<file path="config.mk">
export PLATFORM = sky130hd
export DESIGN_NAME = aoi_2_1
export DESIGN_NICKNAME = d
export VERILOG_FILES = /design/src/rtl/aoi_2_1.sv
export SDC_FILE = /design/constraint.sdc
export NUM_CORES = 1
export LEC_CHECK = 0
export ABC_AREA = 1
export CORE_MARGIN = 3
export CORE_UTILIZATION = 44
export DETAILED_ROUTE_END_ITERATION = 8
export PLACE_DENSITY = 0.88
export SETUP_SLACK_MARGIN = 0.1
export SLEW_MARGIN = 30
export SYNTH_ARGS = -nofsm -noshare
export SYNTH_HDL_FRONTEND = slang
export SYNTH_SLANG_ARGS = --single-unit
</file>
<file path="constraint.sdc">
create_clock -name clk -period 1.45 [get_ports clk]
set_input_delay 0.435 -clock clk [delete_from_list [all_inputs] [get_ports clk]]
set_output_delay 0.435 -clock clk [all_outputs]
set_load 0.03 [all_outputs]
</file>
<file path="src/rtl/aoi_2_1.sv">
// aoi_2_1: 4x2 AND-OR-INVERT with combinational and registered results,
// registered product terms and a saturating count of registered-Y transitions.
`default_nettype none

module aoi_2_1 (
   input  logic       clk,
   input  logic       rst,
   input  logic       A,
   input  logic       B,
   input  logic       C,
   input  logic       D,
   input  logic       E,
   input  logic       F,
   input  logic       G,
   input  logic       H,
   input  logic       en,
   output logic       Y,
   output logic       Y_comb,
   output logic [3:0] term,
   output logic [7:0] toggle_cnt
);

   localparam logic [7:0] C_CNT_MAX = 8'hFF;

   logic [3:0] prod;
   logic       y_q,    y_d;
   logic [3:0] term_q, term_d;
   logic [7:0] cnt_q,  cnt_d;

   assign prod   = {G & H, E & F, C & D, A & B};
   assign Y_comb = ~|prod;

   always_comb begin
      y_d    = y_q;
      term_d = term_q;
      cnt_d  = cnt_q;
      if (en) begin
         y_d    = Y_comb;
         term_d = prod;
         // Count only real transitions of the registered output, pinned at max.
         if ((Y_comb != y_q) && (cnt_q != C_CNT_MAX)) begin
            cnt_d = cnt_q + 8'd1;
         end
      end
   end

   // Reset value of Y is the AOI result for all-zero inputs.
   always_ff @(posedge clk or posedge rst) begin
      if (rst) begin
         y_q    <= 1'b1;
         term_q <= 4'b0000;
         cnt_q  <= 8'd0;
      end else begin
         y_q    <= y_d;
         term_q <= term_d;
         cnt_q  <= cnt_d;
      end
   end

   assign Y          = y_q;
   assign term       = term_q;
   assign toggle_cnt = cnt_q;

endmodule

`default_nettype wire

</file>
==> results_dict.tcl <==
set metrics [dict create \
    status "finished, final reports clean" \
    viasPerCell 5.62 \
    portBuffers 24 \
    finish.utilization_pct 78.7 \
    cp-start-kind "input pin" \
    dieHeight_um 48.1 \
    vdd_drop_max_mv 1.10 \
    rr_startpoint "toggle_cnt[4]$_DFFE_PP0P_" \
    clkTransAtPathRegs_ns 0.09 \
    gp_congestion 0.861 \
    route.detailed.drc 0 \
    ys_top_cells_by_area "dfrtp_1 39%, nand2_1 18%, nand4_1 7.2%" \
    drt-total-wl_um 2670 \
    grt_use_total_pct 21.8 \
    setup_viol 0 \
    r2r_cells 7 \
    timing.rr.end "toggle_cnt[3]$_DFFE_PP0P_" \
    fmax_ghz 0.713 \
    synth-compound-area-share_pct 6.11 \
    synth_mux_area_share_pct 0 \
    tightestPinTransition_ns 0.191 \
    synthFlopType "dfrtp_1" \
    clk_latency_ns 0.29 \
    hold_path_class "in2async" \
    clock-sinks 13 \
    drive_above_1_share_pct 52.8 \
    hold_slack_ns 0.417 \
    syn2layout_area_growth_pct 59.3 \
    start_util_pct 49.4 \
    pin_count 25 \
    rsz0062_at_grt "yes" \
    via_count 899 \
    die_w_um 48.1 \
    yosys.area_share.simple_pct 42.1 \
    worst_clock_skew_ns 0.0134 \
    grt_pass1_vias 754 \
    drt_first_iter_violations 35 \
    dr.pass1.iters 4 \
    synth_top_family_by_area "simple AND/OR/NAND/NOR gates" \
    antennaDiodeCount 0 \
    drv_cap 0 \
    pwr_density_cell_nw_per_um2 1180 \
    async_flop_share_pct 100 \
    syn_inst 94 \
    die_area_sq_um 2310 \
    h-tree-depth 1 \
    yosysTopAreaCell "dfrtp_1" \
    relSlewSlack_pct 87.2 \
    path_buf_inv 2 \
    syn_area_per_cell_sq_um 8.28 \
    cts_buffers 3 \
    netlist_top_cells_count "37 x nand2_1, 12 x dfrtp_1, 9 x nand4_1" \
    ys.warnings.count 0 \
    ys_ff_latch 13 \
    post_drt_wl_per_cell_um 16.7 \
    cts_buffer_depth 2 \
    min_period_ns 1.40 \
    netlist_area_sq_um 778 \
    coreArea_sq_um 1580 \
    fin_crit_sh_pct 96.7 \
    cts_hold_buf 0 \
    cts_root_buf "clkbuf_4" \
    arrival_ns 0.97 \
    grt_start_max_net_pins 14 \
    yosysSeqAreaShare_pct 42.0 \
    path_class "in2out" \
    max_stage_delay_ns 0.13 \
    rows 14 \
    synth_xor_area_share_pct 3.38 \
    synth_most_common_cell "nand2_1" \
    slew_violations 0 \
    fin_nets 157 \
    overflow 0 \
    synth_top_area_share_pct 38.6 \
    hold_viol_final 0 \
    syn_nets 106 \
    antenna_found_initial 0 \
    r2r_slack_ns 0.10 \
    cp_top_family "simple AND/OR/NAND/NOR gates" \
    critPathMaxFanout 2 \
    cp_data_required_time_ns 1.02 \
    grt_pass1_wl_um 3440 \
    postRouteAntennaNets 0 \
    cp_common_cell "nand2_2" \
    synth_cell_types 22 \
    synthAdderAreaFrac_pct 1.61 \
    crit_chain "buf_2 -> nand2_2 -> nand2_2 -> nor2_4 -> buf_6" \
    crit_slowest_cell "buf_6" \
    p_leak_nw 0.635 \
    synth-edff-count 0 \
    hpwl_um 1450 \
    cts_tree "built" \
    setup.worst_path.end_class "primary output" \
]
==> worst max path at each step <==
stage / slack, ns / start / end / depth (start not counted)
after floorplan: 0.12 / toggle_cnt[0]$_DFFE_PP0P_ / toggle_cnt[0]$_DFFE_PP0P_ / 6
after global placement: -0.31 / G / Y_comb / 5
after detailed placement: -0.32 / G / Y_comb / 5
after CTS: 0.06 / Y$_DFFE_PP1P_ / Y / 1
after global routing: 0.02 / Y$_DFFE_PP1P_ / Y / 1
final: 0.05 / B / Y_comb / 5
==> placed cells by master, fill, tap and decap left out <==
| cell type | n |
|---|---|
| dfrtp_1 | 6 |
| dfstp_2 | 1 |
| dfrtp_2 | 6 |
| buf_2 | 8 |
| nor2_1 | 1 |
| clkbuf_4 | 3 |
| nand2_1 | 35 |
| a21oi_2 | 1 |
| buf_4 | 29 |
| ha_4 | 1 |
| xor2_1 | 1 |
| nand2_4 | 1 |
| clkdlybuf4s50_1 | 2 |
| nor2_4 | 2 |
| buf_6 | 8 |
| nand3_4 | 1 |
| nor2_2 | 1 |
| nand2_2 | 6 |
| o21ai_2 | 1 |
| inv_1 | 6 |
| nand3_2 | 2 |
| nand3b_1 | 2 |
| nor3_4 | 1 |
| xnor2_1 | 2 |
| inv_2 | 2 |
| nand4_1 | 9 |
| clkbuf_1 | 1 |
| o21bai_4 | 1 |
| o21ai_0 | 3 |
| nand4_4 | 1 |
==> repair_timing <==
item	in CTS	in global routing
pin swaps	7	9
setup buffers	13	4
gates cloned	0	0
gates resized for setup	31	20
setup endpoints to repair	11	17
==> kinds of logic (layout without fill, tap and decap cells) <==
family,after synthesis,count (layout)
simple gates,62,62
compound gates,6,6
buf+inv,9,59
flops,13,13
xor+xnor,3,3
fa+ha+maj,1,1
==> state kept, by name (all words and copies together), names as in the netlist <==
| name | cells |
|---|---|
| term | 4 |
| toggle_cnt | 8 |
| Y | 1 |
==> routing by layer <==
layer / global-route usage, % / vias up / part of all wire [%]
met2: 36.4 / 63 / 51
met3: 5.64 / 10 / 7.5
met4: 10.2 / 0 / 3.9
met1: 26.0 / 417 / 38
li1: - / 409 / -
met5: 0 / - / 0
==> per-stage QoR <==
| stage | setup WS, ns | setup TNS (ns) | power (W) | instance area, sq um | instances |
|---|---|---|---|---|---|
| floorplan | 0.123 | 0 | 0.000844 | 783 | 94 |
| global placement | -0.311 | -1.92 | 0.00104 | 1050 | 140 |
| CTS | 0.0636 | 0 | 0.00134 | 1150 | 157 |
| finish | 0.0474 | 0 | 0.00146 | 1240 | 160 |
| global route | 0.0221 | 0 | 0.00153 | 1240 | 160 |
| detailed placement | -0.320 | -2.11 | 0.00105 | 1050 | 140 |
==> power by group <==
group	switching, W	internal (W)	leakage (nW)
combinational	0.000373	0.000307	0.459
clock	0.000132	0.000107	0.0150
sequential	0.000101	0.000439	0.161
total	0.000605	0.000853	0.635
==> area by class of cell <==
cell class	count	area, sq um
multi-input cells	72	462
repair buffers	47	368
fillers	93	337
flip-flops and latches	13	334
inverters	8	30.0
clock buffers	4	26.3
well taps	16	20.0
==> worst register-to-register path: cells and delay by family, from the launching register on <==
kind	cells	cell delay, ns
and+or+nand+nor	6	0.64
DFF	1	0.45
buffers and inverters	1	0.15
Note: power is estimated with default switching activity, not from simulation.
